$ cat src/rtl/cic_decimator.sv
// Third-order CIC (sinc^3) decimator: three running integrators at the input rate,
// three first-difference combs at the decimated rate, full-precision output.
module cic_decimator #(
  parameter  int DECIMATION_LOG2 = 6,
  parameter  int N_BITS_IN       = 9,
  localparam int N_BITS_OUT      = N_BITS_IN + 3 * DECIMATION_LOG2
) (
  input  logic                       CLK_3M,
  input  logic                       reset,
  input  logic [N_BITS_IN-1:0]       channel_input,
  input  logic                       in_valid,
  output logic [N_BITS_OUT-1:0]      data_out,
  output logic                       data_valid,
  output logic [DECIMATION_LOG2-1:0] frame_phase
);

  localparam logic [DECIMATION_LOG2-1:0] PHASE_LAST = '1;

  logic [N_BITS_OUT-1:0]      x_ext;
  logic [N_BITS_OUT-1:0]      i1_q, i2_q, i3_q, i1_d, i2_d, i3_d;
  logic [N_BITS_OUT-1:0]      d1_q, d2_q, d3_q, d1_d, d2_d, d3_d;
  logic [N_BITS_OUT-1:0]      c1, c2, c3;
  logic [N_BITS_OUT-1:0]      data_out_q, data_out_d;
  logic                       data_valid_q, data_valid_d;
  logic                       tick_q, tick_d;
  logic [DECIMATION_LOG2-1:0] phase_q, phase_d;

  assign x_ext = {{(3 * DECIMATION_LOG2){channel_input[N_BITS_IN-1]}}, channel_input};

  // Integrators: each stage adds the previous stage's old value, so the chain
  // is pipelined. Wrap-around is intentional; the combs cancel it exactly.
  always_comb begin
    i1_d    = i1_q;
    i2_d    = i2_q;
    i3_d    = i3_q;
    phase_d = phase_q;
    tick_d  = in_valid && (phase_q == PHASE_LAST);
    if (in_valid) begin
      i1_d    = i1_q + x_ext;
      i2_d    = i2_q + i1_q;
      i3_d    = i3_q + i2_q;
      phase_d = phase_q + 1'b1;
    end
  end

  // Combs evaluate on the cycle after the frame's last sample, regardless of in_valid.
  always_comb begin
    c1           = i3_q - d1_q;
    c2           = c1 - d2_q;
    c3           = c2 - d3_q;
    d1_d         = d1_q;
    d2_d         = d2_q;
    d3_d         = d3_q;
    data_out_d   = data_out_q;
    data_valid_d = 1'b0;
    if (tick_q) begin
      d1_d         = i3_q;
      d2_d         = c1;
      d3_d         = c2;
      data_out_d   = c3;
      data_valid_d = 1'b1;
    end
  end

  always_ff @(posedge CLK_3M) begin
    if (!reset) begin
      i1_q         <= '0;
      i2_q         <= '0;
      i3_q         <= '0;
      d1_q         <= '0;
      d2_q         <= '0;
      d3_q         <= '0;
      tick_q       <= 1'b0;
      phase_q      <= '0;
      data_out_q   <= '0;
      data_valid_q <= 1'b0;
    end else begin
      i1_q         <= i1_d;
      i2_q         <= i2_d;
      i3_q         <= i3_d;
      d1_q         <= d1_d;
      d2_q         <= d2_d;
      d3_q         <= d3_d;
      tick_q       <= tick_d;
      phase_q      <= phase_d;
      data_out_q   <= data_out_d;
      data_valid_q <= data_valid_d;
    end
  end

  assign data_out    = data_out_q;
  assign data_valid  = data_valid_q;
  assign frame_phase = phase_q;

endmodule
$ cat config.mk
export PLATFORM = sky130hd
export DESIGN_NAME = cic_decimator
export DESIGN_NICKNAME = d
export VERILOG_FILES = /design/src/rtl/cic_decimator.sv
export SDC_FILE = /design/constraint.sdc
export NUM_CORES = 1
export LEC_CHECK = 0
export CORE_MARGIN = 4
export CORE_UTILIZATION = 55
export CTS_CLUSTER_SIZE = 24
export DETAILED_ROUTE_END_ITERATION = 10
export PLACE_DENSITY = 0.73
export SLEW_MARGIN = 10
export SYNTH_ARGS = -nofsm -noshare
export SYNTH_HDL_FRONTEND = slang
export SYNTH_SLANG_ARGS = --single-unit
$ cat constraint.sdc
create_clock -name CLK_3M -period 6.7 [get_ports CLK_3M]
set_input_delay 0.67 -clock CLK_3M [delete_from_list [all_inputs] [get_ports CLK_3M]]
set_output_delay 0.67 -clock CLK_3M [all_outputs]
set_load 0.01 [all_outputs]
* After elaboration in Yosys (flattened, before gate mapping)
Cells that the tools add are included.
** Cells by class
- $add $sub $neg :: 7
- Equal/unequal tests :: 1
- Reductions and logical operators :: 1
- Mux-type cells :: 1
** Operators by type and width (number)
- $add 27x27->27 :: 3
- $sub 27x27->27 :: 3
- $add 6x1->6 const B :: 1
- $eq 6x6->1 const B :: 1
- $logic_and 1x1->1 :: 1
- $mux 1 :: 1
** Storage, ports and cells
- Output and inout port bits :: 34
- Bits in registers :: 197
- Logic and storage cells :: 20

* Longest topological paths before layout
Gate-level depths: netlist (run 1).
- Depth after elaboration :: 3
- Mapped depth :: 30
- Gate-level depth less buffers :: 29

* Least setup slack after synthesis (run 1)
Ideal clock, no wire load.
- Path type :: register -> register
- From :: register i3_q[0]
- To :: register data_out_q[26], in the netlist data_out[26]
- Setup slack :: 1.205 ns
- Setup time :: 0.119 ns
- Arrival :: 5.375 ns
- Cell stages (with the launch flop) :: 28
- Period minus slack after synthesis :: 5.495 ns
- Cells stage by stage :: dfxtp_1 -> inv_1 -> ha_1 -> inv_1 -> fa_1 -> a21o_1 -> a31oi_1 -> o31ai_1 -> a31oi_1 -> o21ai_1 -> xor2_1 -> ha_1 -> a21oi_1 -> o21ai_0 -> o2bb2ai_1 -> a31o_1 -> or4_4 -> a31oi_1 -> xnor2_1 -> ha_1 -> o21a_1 -> o21ai_0 -> a21oi_1 -> a311o_1 -> a31oi_1 -> xnor2_1 -> xnor2_1 -> a21oi_1
** On the way
- Longest elaborated chain between the ends :: 3
** RTL lines
- from (decl) :: RTL line 20 : logic [N_BITS_OUT-1:0] i1_q, i2_q, i3_q, i1_d, i2_d, i3_d;
- from (signal assigned) :: RTL line 80 : i3_q <= i3_d;
- $sub 27x27->27 :: RTL line 48 : c1 = i3_q - d1_q;
- via c1[16] :: RTL line 22 : logic [N_BITS_OUT-1:0] c1, c2, c3;
- $sub 27x27->27 :: RTL line 49 : c2 = c1 - d2_q;
- via c2[22] :: RTL line 22
- $sub 27x27->27 :: RTL line 50 : c3 = c2 - d3_q;
- to (signal assigned) :: RTL line 86 : data_out_q <= data_out_d;
- to (decl) :: RTL line 23 : logic [N_BITS_OUT-1:0] data_out_q, data_out_d;
The timed path passes the listed nets, and every way through them passes these cells.
A chain may end at the register's enable or synchronous reset.

* Worst setup path after layout (run 1)
Same ends and word-level chain as after synthesis.

==> metrics.md, run 1 <==
| Metric | Value |
|---|---|
| Die Area | `29100 µm²` |
| Final wirelength | `29800 µm` |
| Setup-failing EPs final | `0` |
| # DRC | `0` |
| Synth Register Bits | `197` |
| Library cells used by synthesis | `77` |
| Final instance area | `15800 µm²` |
| Critical Path RT | `6.99 ns` |
| P per Cell Area | `449 nW/µm²` |
| Routed length per instance | `13.9 µm` |
| CTS buffer count | `17` |
| Initial antenna violation count | `0` |
| Sequential share of the synthesized area | `0.271` |
| Syn-to-layout area delta | `8.32%` |
| Via count | `12100` |
| Hold WS | `0.473 ns` |
| Area of the multi-input gates | `9870 µm²` |
| Fin crit period | `6.25 ns` |
| Sum Neg Setup Slack | `0 ns` |
| Ratio of cells with drive above 1 in the final layout | `0.0300` |
| Critical path fanouts, max | `5` |
| Clock Pin Slew Worst Setup and Hold Paths | `0.07 ns` |
| Worst Setup End Kind | `register` |
| Delay of the slowest cell on the worst path | `0.50 ns` |
| Initial Util | `0.558` |
| Io pins | `46` |
| Pleak | `6.53 nW` |
| Final worst-path cycle share | `0.933` |
| GP Congestion | `0.893` |
| Crit-path leading delay family | `compound AO/OA/AOI/OAI gates` |
| All-Layer GR Usage | `0.205` |
| Number of synthesized flops with an enable pin | `0` |
| Nets | `1961` |
| Die Span Y | `171 µm` |
| M2 GR Usage | `0.367` |
| Top FF cell, synth | `dfxtp_1` |
| Final Max Tran Viols | `0` |
| Vias per cell | `5.67` |
| Placed Area | `15200 µm²` |
| Maxcap violations | `0` |
| Vias in the first global route | `11600` |
| Max clock buf depth | `2` |
| Global Route met3 Usage | `0.0240` |
| H-tree Lvls | `4` |
| Clock Skews | `0.0144 ns` |
| Placed Cells | `2102` |
| Diode count | `0` |
| Min setup slack post-route | `0.448 ns` |
| Global Route met1 Usage | `0.264` |
| Standard-cell rows | `59` |
| Critical Path AT | `6.54 ns` |
| Register area | `3950 µm²` |
| Peak supply drop | `0.000489 V` |
| Worst path buffer plus inverter count | `2` |
| Highest clock rate | `0.160 GHz` |
| CP Class | `register to register` |
| Syn_area_per_cell | `8.17 µm²` |
| Async S/R FF share, synth | `0` |
| Die X | `171 µm` |
| GR peak layer | `met2` |
| Post-CTS Setup Bufs | `0` |
| Detailed placement HPWL | `21600 µm` |
| Ys Warns | `0` |
| Iter 0 DRT Violations | `687` |
| Post_cts resized | `0` |
| Routed Antenna Nets | `0` |
| Crit path max-delay cell type | `or4_4` |
| Hold WC Path Type | `register to register` |
| Hold Vio Cnt, Final | `0` |
| Synthesized netlist cell count | `1781` |
| Largest net degree at the start of global routing | `121` |
| RSZ-0062 raised after global routing | `false` |
| CTS root buf | `clkbuf_16` |
| CTS Hold Buffers Added | `0` |
| Layout Cells excl Fill | `2134` |
| Fillers | `2322` |
| Global-route wire length before repair | `51800 µm` |
| Netlist Area Pre-Place | `14600 µm²` |
| First-pass DRT Iterations | `7` |
| Crit path launch type | `register` |
| Clock Latency Late Sink | `0.43 ns` |
| Clock Sinks | `197` |
| CP dominant cell by count | `a31oi_1` |
| Total grt overflow | `0` |
| Syn Nets | `1956` |
| Least-Margin Pin Slew | `1.10 ns` |
| Core ar. | `26100 µm²` |
| Relative slew slack | `0.265` |
| TritonCTS clock tree | `built` |
| Outcome | `complete, no violations` |
| Pre-CTS setup slack | `0.545 ns` |
| I/O Buffers | `45` |
-- cell usage after synthesis (all sizes together) (21+ instances only) --
library cell,number,share of area
a211oi,25,0.013
a21o,65,0.034
a21oi,139,0.048
a31oi,21,0.0090
clkbuf,51,0.014
dfxtp,197,0.27
ha,157,0.14
inv,124,0.032
mux2i,129,0.089
nand2,93,0.024
nand3,45,0.015
nor2,227,0.059
nor3,29,0.010
o21ai,84,0.029
xnor2,93,0.057
xor2,32,0.019
-- cell type report --
cell class,instances,share of cell area
Multi-Input combinational cell,1395,0.626
Clock inverter,12,0.00754
Clock buffer,20,0.0283
Inverter,124,0.0298
Sequential cell,197,0.250
Timing Repair Buffer,51,0.0310
Tap cell,335,0.0266
-- kinds of logic (layout without fill, tap and decap cells) --
| group | after synthesis | after routing | share of synthesized area |
|---|---|---|---|
| muxes | 131 | 131 | 0.0903 |
| buffers and inverters | 189 | 207 | 0.0506 |
| DFF | 197 | 197 | 0.271 |
| xor gates and xnor gates | 125 | 125 | 0.0763 |
| adders and majority gates | 163 | 163 | 0.143 |
| and+or+nand+nor | 516 | 516 | 0.163 |
| AOI/OAI and AO/OA | 460 | 460 | 0.205 |
-- per-layer routing --
layer,routed length (µm),vias to the layer above
met1,14400,5585
met2,14400,140
met3,656,30
met4,368,0
met5,0,-
li1,-,6353
-- power by group --
group,leakage (nW),switching [W],total (W),internal [W]
registers,1.60,0.0000714,0.00131,0.00124
clock network,0.279,0.000462,0.000993,0.000532
logic,4.66,0.00271,0.00477,0.00206
-- worst register-to-register path, stage by stage, from the launching register on --
cell and delay [ns]:
dfxtp_1 0.34, inv_1 0.07, ha_1 0.16, inv_1 0.06
fa_1 0.40, a21o_1 0.23, a31oi_1 0.27, o31ai_1 0.19
a31oi_1 0.46, o21ai_1 0.15, xor2_1 0.18, ha_1 0.35
a21oi_1 0.16, o21ai_0 0.16, o2bb2ai_1 0.17, a31o_1 0.23
or4_4 0.50, a31oi_1 0.21, xnor2_1 0.11, ha_1 0.22
a2111oi_0 0.42, a21oi_1 0.13, a311o_1 0.37, a31oi_1 0.22
xnor2_1 0.16, xnor2_1 0.13, a21oi_1 0.08
-- cells in the final DEF (no fill, tap or decap), types with 45 or more instances in the layout --
cell,Yosys,routed
a21o_1,63,63
a21oi_1,139,139
dfxtp_1,197,196
ha_1,157,157
inv_1,124,123
mux2i_1,129,129
nand2_1,93,93
nand3_1,45,45
nor2_1,226,226
xnor2_1,91,91
-- final timing paths --
path | startpoint | to | slack, ns | cells after the start
max | i3_q[0] | data_out[26] | 0.45 | 26
min reg2reg | data_out[5] | data_out[5] | 0.47 | 2
max reg2reg | i3_q[0] | data_out[26] | 0.45 | 26
min | data_out[5] | data_out[5] | 0.47 | 2
-- flip-flops by register name, summed over array words and instances (netlist names) --
register / flops
data_out: 27
i1_q: 27
d3_q: 27
i3_q: 27
data_valid: 1
d1_q: 27
frame_phase: 6
d2_q: 27
i2_q: 27
tick_q: 1
-- metrics by stage --
step / power [W] / utilization
after floorplan: 0.00521 / -
after global placement: 0.00598 / 0.583
after detailed placement: 0.00607 / 0.583
after CTS: 0.00708 / 0.605
after global routing: 0.00771 / 0.605
final: 0.00707 / 0.605
No activity file was read; power rests on OpenSTA's default activity.
==> inputs of run 2 (changes only) <==
--- a/config.mk
+++ b/config.mk
@@ -9,7 +9,8 @@
 export CORE_UTILIZATION = 55
 export CTS_CLUSTER_SIZE = 24
 export DETAILED_ROUTE_END_ITERATION = 10
-export PLACE_DENSITY = 0.73
+export DONT_BUFFER_PORTS = 1
+export PLACE_DENSITY = 0.7
 export SLEW_MARGIN = 10
 export SYNTH_ARGS = -nofsm -noshare
 export SYNTH_HDL_FRONTEND = slang
==> run 2 against run 1 <==
Register-to-register slack gained 0.13 ns. Via count decreased by 1.3%. Clock power is 9% higher. Non-clock buffer count decreased by 47. Highest routed layer unchanged.
==> metrics.md, run 2 (synthesized netlist as in run 1, its figures left out) <==
| Metric | Value |
|---|---|
| All-Layer GR Usage | `0.202 (-0.00283)` |
| Gate power share | `0.665 (-0.010)` |
| Routed length per instance | `14.3 µm (+2.2%)` |
| Relative slew slack | `0.383 (+0.117)` |
| Critical path fanouts, max | `5 (unchanged)` |
| First-pass DRT Iterations | `5 (-2)` |
| CTS Hold Buffers Added | `0 (unchanged)` |
| Total grt overflow | `0 (unchanged)` |
| Post-CTS Setup Bufs | `0 (unchanged)` |
| CP Capture Point | `data_out[26]` |
| Final Max Tran Viols | `0 (unchanged)` |
| Nets | `1914 (-2.4%)` |
| Worst path buffer plus inverter count | `2 (unchanged)` |
| Min setup slack post-route | `0.580 ns (+0.132 ns)` |
| Io pins | `46 (unchanged)` |
| Syn-to-layout area delta | `5.54%` |
| Pre-CTS setup slack | `0.540 ns (-0.00468 ns)` |
| Detailed placement HPWL | `21700 µm (+0.32%)` |
| Vias in the first global route | `11000 (-4.9%)` |
| Die X | `171 µm (unchanged)` |
| Crit-path leading delay family | `compound AO/OA/AOI/OAI gates` |
| Crit path launch type | `register` |
| Delay of the slowest cell on the worst path | `0.51 ns (about the same)` |
| # DRC | `0 (unchanged)` |
| Placed Area | `14700 µm² (-3.0%)` |
| Hold WC Path Type | `primary input to register` |
| Routed Antenna Nets | `0 (unchanged)` |
| GP Congestion | `0.874 (-2.2%)` |
| Sum Neg Setup Slack | `0 ns (unchanged)` |
| Clock Pin Slew Worst Setup and Hold Paths | `0.08 ns (about the same)` |
| Critical Path Stages | `27 (+3.8%)` |
| Vias per cell | `5.72 (+0.88%)` |
| CP Class | `register to register` |
| Final wirelength | `29800 µm (about the same)` |
| Peak supply drop | `0.000509 V (+4.2%)` |
| Clock Latency Late Sink | `0.45 ns (+0.02 ns)` |
| Seq pwr share | `0.184 (about the same)` |
| Via count | `11900 (-1.3%)` |
| R2R setup slack | `0.58 ns (+0.13 ns)` |
| CTS root buf | `clkbuf_16` |
| Critical path launch point | `i3_q[0]` |
| Worst Setup End Kind | `register` |
| Least-Margin Pin Slew | `0.926 ns (-0.176 ns)` |
| Leading cell type in the layout, fill and taps excluded | `nor2_1` |
| Post_cts resized | `0 (unchanged)` |
| Largest net degree at the start of global routing | `97 (-20%)` |
| Critical Path AT | `6.43 ns (-0.11 ns)` |
| Core ar. | `26100 µm² (unchanged)` |
| Hold WS | `0.365 ns (-0.108 ns)` |
| RR Startpoint | `i3_q[0]` |
| Ratio of cells with drive above 1 in the final layout | `0.0291 (-0.000907)` |
| Die Span Y | `171 µm (unchanged)` |
| Most frequent cells in the layout | `nor2_1 (226), dfxtp_1 (196), ha_1 (157), a21oi_1 (139), mux2i_1 (129)` |
| Hold Vio Cnt, Final | `0 (unchanged)` |
| Outcome | `complete, no violations` |
| CTS buffer count | `17 (unchanged)` |
| Max clock buf depth | `2 (unchanged)` |
| TritonCTS clock tree | `built` |
| Final instance area | `15400 µm² (-2.6%)` |
| Iter 0 DRT Violations | `622 (-9.5%)` |
| Fin crit period | `6.12 ns (-0.132 ns)` |
| P per Cell Area | `464 nW/µm² (+3.4%)` |
| Die Area | `29100 µm² (unchanged)` |
| CP dominant cell by count | `a31oi_1` |
| Global-route wire length before repair | `50600 µm (-2.3%)` |
| Crit path max-delay cell type | `or4_4` |
| Switching share of power | `0.454 (-0.00457)` |
| I/O Buffers | `0 (-100%)` |
| Setup-failing EPs final | `0 (unchanged)` |
| H-tree Lvls | `4 (unchanged)` |
| Highest clock rate | `0.163 GHz (+2.2%)` |
| Initial Util | `0.558 (unchanged)` |
| Standard-cell rows | `59 (unchanged)` |
| Pint | `0.00389 W (+1.5%)` |
| Clock Sinks | `197 (unchanged)` |
| R2R depth | `27 (+3.8%)` |
| Initial antenna violation count | `0 (unchanged)` |
| Diode count | `0 (unchanged)` |
| Clock Skews | `0.0161 ns (+0.00165 ns)` |
| Pleak | `6.39 nW (-2.2%)` |
| Clock power share | `0.152 (+0.012)` |
| Net switching power | `0.00323 W (-0.31%)` |
| Maxcap violations | `0 (unchanged)` |
| Final worst-path cycle share | `0.913 (-0.0197)` |
| FF-to-FF End | `data_out[26]` |
| Critical Path RT | `7.01 ns (+0.02 ns)` |
| RSZ-0062 raised after global routing | `false` |
run 2: per-stage QoR:
stage	instances	utilization	power (W)
after floorplan	1781	-	0.00521
after global placement	2055	0.566	0.00596
after detailed placement	2055	0.566	0.00603
after CTS	2087	0.589	0.00712
after global routing	2087	0.589	0.00778
final	2087	0.589	0.00712
run 2: area by class of cell:
| cell class | count | area [µm²] |
|---|---|---|
| Fill cell | 2374 | 10700 |
| Multi-Input combinational cell | 1395 | 9870 |
| Sequential cell | 197 | 3950 |
| Inverter | 124 | 470 |
| Clock buffer | 18 | 429 |
| Tap cell | 335 | 419 |
| Clock inverter | 14 | 189 |
| Timing Repair Buffer | 4 | 30.0 |
run 2: power by group through the flow:
stage          Clock [W]  Sequential [W]  Combinational (W)
3_5_place_dp           0         0.00133            0.00470
2_1_floorplan          0         0.00131            0.00390
3_3_place_gp           0         0.00133            0.00463
5_1_grt          0.00115         0.00132            0.00531
4_1_cts          0.00110         0.00131            0.00471
6_report         0.00108         0.00131            0.00473
run 2: per-layer routing:
layer / GRT usage / vias to the layer above / routed length [µm]
met5: 0 / - / 0
met2: 0.350 / 150 / 14000
li1: - / 6268 / -
met4: 0.0566 / 0 / 487
met3: 0.0291 / 40 / 658
met1: 0.264 / 5487 / 14600
run 2: worst min path at each step:
stage             start       end  cells after the start
2_1_floorplan  d3_q[23]  d3_q[23]                      1
3_3_place_gp   d3_q[23]  d3_q[23]                      1
3_5_place_dp   d3_q[25]  d3_q[25]                      1
4_1_cts        in_valid  i2_q[21]                      1
5_1_grt        in_valid  i2_q[21]                      1
6_report       in_valid  i2_q[21]                      1
==> inputs of run 3 (changes only) <==
--- a/config.mk
+++ b/config.mk
@@ -10,7 +10,9 @@
 export CTS_CLUSTER_SIZE = 24
 export DETAILED_ROUTE_END_ITERATION = 10
 export DONT_BUFFER_PORTS = 1
+export GPL_ROUTABILITY_DRIVEN = 0
 export PLACE_DENSITY = 0.7
+export SKIP_CTS_REPAIR_TIMING = 1
 export SLEW_MARGIN = 10
 export SYNTH_ARGS = -nofsm -noshare
 export SYNTH_HDL_FRONTEND = slang
==> constraint.sdc (replaced) <==
create_clock -name CLK_3M -period 6.7 [get_ports CLK_3M]
set_input_delay 0.67 -clock CLK_3M [delete_from_list [all_inputs] [get_ports CLK_3M]]
set_output_delay 0.67 -clock CLK_3M [all_outputs]
set_load 0.05 [all_outputs]
==> run 3 against run 2 <==
Die area stayed put. Highest routed layer unchanged. Hold slack got worse by 0.019 ns. Worst setup slack got worse by 0.10 ns. Largest power group unchanged. Combinational power hardly changed. Largest cell class unchanged. Global-route usage down 0.16 points. First-iteration DRC count up 11%. Count of clock-buffer cells in the layout unchanged. Sequential power hardly changed. Flip-flop and latch count unchanged. Critical path depth down 1.
==> metrics.md, run 3 (synthesized netlist as in run 1, its figures left out) <==
| Metric | Value |
|---|---|
| Outcome | `complete, no violations` |
| Least-Margin Pin Slew | `0.930 ns (+0.00422 ns)` |
| Util after Layout | `0.588 (-0.00130)` |
| R2R depth | `26 (-3.7%)` |
| All-Layer GR Usage | `0.201 (-0.00165)` |
| Largest net degree at the start of global routing | `85 (-12%)` |
| Gate power share | `0.672 (+0.007)` |
| Peak supply drop | `0.000510 V (+0.18%)` |
| Most frequent cells in the layout | `nor2_1 (226), dfxtp_1 (196), ha_1 (157), a21oi_1 (139), mux2i_1 (129)` |
| Nets | `1915 (+0.052%)` |
| CTS buffer count | `17 (unchanged)` |
| Pleak | `6.37 nW (-0.26%)` |
| Critical Path AT | `6.51 ns (+0.08 ns)` |
| CP Class | `register to register` |
| TritonCTS clock tree | `built` |
| Fin crit period | `6.22 ns (+0.102 ns)` |
| Relative slew slack | `0.379 (-0.00349)` |
| Clock Skews | `0.0170 ns (+0.000868 ns)` |
| Crit path launch type | `register` |
| Die X | `171 µm (unchanged)` |
| Die Span Y | `171 µm (unchanged)` |
| CTS root buf | `clkbuf_16` |
| Sum Neg Setup Slack | `0 ns (unchanged)` |
| Diode count | `0 (unchanged)` |
| Seq pwr share | `0.186 (+0.002)` |
| Io pins | `46 (unchanged)` |
| Syn-to-layout area delta | `5.31%` |
| Final wirelength | `29700 µm (-0.29%)` |
| # DRC | `0 (unchanged)` |
| Highest clock rate | `0.161 GHz (-1.6%)` |
| Routed Antenna Nets | `0 (unchanged)` |
| Hold_sp | `in_valid` |
| Setup-failing EPs final | `0 (unchanged)` |
| Routed length per instance | `14.2 µm (-0.34%)` |
| Vias in the first global route | `11200 (+1.7%)` |
| Critical Path RT | `6.99 ns (-0.02 ns)` |
| Clock Sinks | `197 (unchanged)` |
| Clock power share | `0.142 (-0.010)` |
| P per Cell Area | `461 nW/µm² (-0.67%)` |
| Critical path fanouts, max | `5 (unchanged)` |
| Hold Vio Cnt, Final | `0 (unchanged)` |
| Global-route wire length before repair | `50600 µm (unchanged)` |
| RR Startpoint | `i3_q[0]` |
| Max clock buf depth | `2 (unchanged)` |
| Worst Setup End Kind | `register` |
| H-tree Lvls | `4 (unchanged)` |
| Net switching power | `0.00327 W (+0.96%)` |
| Clock Pin Slew Worst Setup and Hold Paths | `0.08 ns (about the same)` |
| Hold WC Path Type | `primary input to register` |
| Maxcap violations | `0 (unchanged)` |
| Iter 0 DRT Violations | `692 (+11%)` |
| First-pass DRT Iterations | `6 (+1)` |
| Detailed placement HPWL | `21500 µm (-0.73%)` |
| Total grt overflow | `0 (unchanged)` |
| Hold WS | `0.346 ns (-0.0187 ns)` |
| Pint | `0.00380 W (-2.4%)` |
| Die Area | `29100 µm² (unchanged)` |
| Pwr Total | `0.00706 W (-0.89%)` |
| Final instance area | `15300 µm² (-0.22%)` |
| RSZ-0062 raised after global routing | `false` |
| Critical path launch point | `i3_q[0]` |
| Vias per cell | `5.71 (-0.27%)` |
| Final worst-path cycle share | `0.929 (+0.0152)` |
| Final Max Tran Viols | `0 (unchanged)` |
| Switching share of power | `0.462 (+0.00845)` |
| Worst hold endpoint | `i3_q[18]` |
| Initial antenna violation count | `0 (unchanged)` |
| Via count | `11900 (-0.23%)` |
| Ratio of cells with drive above 1 in the final layout | `0.0302 (+0.00112)` |
| FF-to-FF End | `data_out[26]` |
| Placed Area | `14700 µm² (about the same)` |
| Clock Latency Late Sink | `0.44 ns (about the same)` |
| Core ar. | `26100 µm² (unchanged)` |
| Fillers | `2353 (-0.88%)` |
| Standard-cell rows | `59 (unchanged)` |
| Hold Crit Depth | `1 (unchanged)` |
| Initial Util | `0.558 (unchanged)` |
| Leading cell type in the layout, fill and taps excluded | `nor2_1` |
| R2R setup slack | `0.48 ns (-0.10 ns)` |
| I/O Buffers | `0 (unchanged)` |
==> run 3: cell count changes in the layout (fill, tap and decap cells not counted), sizes merged <==
cell,before,now
buf,4,5
bufinv,3,0
clkinv,4,5
clkinvlp,0,1
inv,131,132
==> run 3: power by group through the flow <==
stage / Combinational (W) / Clock (W) / Sequential [W]
2_1_floorplan: 0.00390 / 0 / 0.00131
3_3_place_gp: 0.00463 / 0 / 0.00133
3_5_place_dp: 0.00471 / 0 / 0.00134
4_1_cts: 0.00472 / 0.00103 / 0.00131
5_1_grt: 0.00530 / 0.00107 / 0.00132
6_report: 0.00475 / 0.00100 / 0.00131
==> run 3: area by class of cell <==
| type | instances | area, µm² | share of cell area |
|---|---|---|---|
| Sequential cell | 197 | 3950 | 0.258 |
| Clock inverter | 14 | 138 | 0.00898 |
| Multi-Input combinational cell | 1395 | 9870 | 0.644 |
| Tap cell | 335 | 419 | 0.0274 |
| Timing Repair Buffer | 5 | 37.5 | 0.00245 |
| Clock buffer | 18 | 439 | 0.0287 |
| Inverter | 124 | 470 | 0.0307 |
==> run 3: worst max-delay path: stages (launching register included) <==
cell       delay [ns]
dfxtp_1          0.34
inv_1            0.07
ha_1             0.16
inv_1            0.05
fa_1             0.40
a21o_1           0.22
a31oi_1          0.30
o31ai_1          0.19
a31oi_1          0.46
o21ai_1          0.15
xor2_1           0.17
ha_1             0.35
a21oi_1          0.16
o21ai_0          0.15
o2bb2ai_1        0.15
a31o_1           0.22
or4_4            0.51
a31oi_1          0.23
xnor2_1          0.11
ha_1             0.22
a2111oi_0        0.36
a21oi_1          0.14
a311o_1          0.36
a31oi_1          0.21
xnor2_1          0.16
xnor2_1          0.14
a21oi_1          0.08
==> run 3: how the worst max path moves through the flow <==
stage | end | slack [ns] | cells past startpoint
2_1_floorplan | data_out[26] | 1.20 | 27
3_3_place_gp | data_out[26] | 0.70 | 26
3_5_place_dp | data_out[26] | 0.53 | 27
4_1_cts | data_out[26] | 0.50 | 27
5_1_grt | data_out[26] | 0.007 | 26
6_report | data_out[26] | 0.48 | 26
==> run 3: layer usage <==
layer,wire (µm),global-route usage,up-vias,share of wire
li1,-,-,6268,-
met1,14500,0.261,5465,0.49
met2,14000,0.355,154,0.47
met3,847,0.0293,31,0.029
met4,342,0.0413,0,0.012
met5,0,0,-,0
==> run 3: per-stage QoR <==
| stage | worst slack [ns] | std cells |
|---|---|---|
| finish | 0.478 | 2088 |
| global route | 0.00678 | 2088 |
| CTS | 0.503 | 2088 |
| detailed placement | 0.526 | 2056 |
| global placement | 0.703 | 2056 |
| floorplan | 1.20 | 1781 |
==> RTL change: new RTL, config.mk and constraints of run 2 <==
Set the parameter `DECIMATION_LOG2` to 7 (it was 6).
--- a/src/rtl/cic_decimator.sv
+++ b/src/rtl/cic_decimator.sv
@@ -1,7 +1,7 @@
 // Third-order CIC (sinc^3) decimator: three running integrators at the input rate,
 // three first-difference combs at the decimated rate, full-precision output.
 module cic_decimator #(
-  parameter  int DECIMATION_LOG2 = 6,
+  parameter  int DECIMATION_LOG2 = 7,
   parameter  int N_BITS_IN       = 9,
   localparam int N_BITS_OUT      = N_BITS_IN + 3 * DECIMATION_LOG2
 ) (
Ports: changed (resized data_out and frame_phase); port bits go from 46 to 50. No check against the original RTL was run, so the function may have changed too.
==> RTL change against run 2 <==
- worst hold slack worse by 120 ps
- wire length rose by 21%
- largest cell class unchanged
- die area up 14%
- global-route usage grew 0.69 points
- largest power group unchanged
- clock skew grew 2.9 ps
- worst setup slack got worse by 92 ps
- clock power is 48% higher
- area after synthesis rose by 15%
- total power up 21%
- sequential cell count rose by 22
- via count increased by 17%
- final area rose by 17%
- critical path type unchanged
==> RTL change: results (changes against run 2) <==
- Status: finished, final reports clean
- Crit path arrival time: 6630 ps (+200 ps)
- Wire length of the first global-routing pass: 61600 um (+22%)
- Sequential area share after synthesis: 26.3% (-0.84 points)
- Synth cell types: 85 (+10%)
- Global placement routability congestion: 0.944 (+8.1%)
- Vias per cell: 5.73 (+0.13%)
- Share of cells above drive strength 1: 4.53% (+1.6 points)
- Worst Hold Depth: 1 (unchanged)
- Post-Route WL: 35900 um (+21%)
- Worst R2R Path Depth: 29 (+7.4%)
- Worst path max stage delay: 550 ps (+40 ps)
- Initial antenna violation count: 0 (unchanged)
- Hold Path Sink: i3_q[27]$_SDFFE_PN0P_
- Slowest-stage cell, CP: or4b_1
- Clock Skew: 19.0 ps (+2.94 ps)
- Area contributors post-synth: dfxtp_1 (26%), ha_1 (13%), mux2i_1 (7.9%), nor2_1 (6.1%), xnor2_1 (5.0%)
- Adder-cell share of the synthesized area: 13.8% (-0.49 points)
- Nets: 2227 (+16%)
- Critical R2R Capture: data_out[28]$_SDFFE_PN0P_
- Initial drt markers: 704 (+13%)
- Lkg Pwr: 7.51 nW (+18%)
- GR Layer Usage met1: 27.7% (+1.3 points)
- # placed instances: 2395 (+17%)
- Met1 WL: 17300 um (+18%)
- Post-synthesis mux area share: 8.19% (-0.84 points)
- Compound-gate portion of the synthesized area: 21.7% (+1.2 points)
- Detailed Place HPWL: 25700 um (+19%)
- Commonest cells in the netlist: nor2_1 (273), dfxtp_1 (219), ha_1 (175)
- Clk buf depth: 3 (+1)
- Htree depth: 1 (-3)
- TritonCTS Buffers: 26 (+9)
- GR Layer Usage met3: 2.45% (-0.46 points)
- Clk_lat worst skew: 540 ps (+90 ps)
- R2r setup slk: 490 ps (-90 ps)
- Area after DPL: 0.0169 sq mm (+15%)
- Switching Share: 44.2% (-1.2 points)
- Maximum vdd drop: 0.000273 V (-46%)
- Worst Path Max Fanout: 6 (+1)
- Post-Synth XOR/XNOR Area: 7.26% (-0.37 points)
- Worst slack, placed: 315 ps (-226 ps)
- Average wire per standard cell: 14.7 um (+3.1%)
- Syn_area_per_cell: 8.03 sq um (-1.7%)
- Worst-margin pin slew: 971 ps (+44.7 ps)
- Routed wl met3: 1300 um (+97%)
- Hold Slack: 248 ps (-117 ps)
- Total track usage: 20.9% (+0.69 points)
- Routed wl met2: 16700 um (+19%)
RTL change: power groups by stage:
stage	sequential (mW)	clock, mW	combinational [mW]
CTS	1.45	1.65	5.46
global placement	1.47	0	5.35
detailed placement	1.48	0	5.45
finish	1.45	1.60	5.55
floorplan	1.45	0	4.48
global route	1.46	1.70	6.26
RTL change: layout make-up:
| type | instances | area [sq um] |
|---|---|---|
| sequential | 219 | 4390 |
| inverter | 153 | 579 |
| timing repair buffer | 8 | 60.1 |
| multi-input combinational | 1626 | 11400 |
| fill | 2632 | 11900 |
| tap | 390 | 488 |
| clock inverter | 15 | 262 |
| clock buffer | 33 | 738 |
RTL change: critical path: cells and delay by family, from the launching register on:
family,cells,cell delay (ps)
compound gates,16,2620
simple gates,6,1380
fa+ha+maj,4,1360
flops,1,370
xor+xnor,2,350
buf+inv,1,60
RTL change: timing repair:
item / CTS / global route
resized for setup: 0 / 7
endpoints found under the setup margin: 0 / 8
setup buffers: 0 / 1
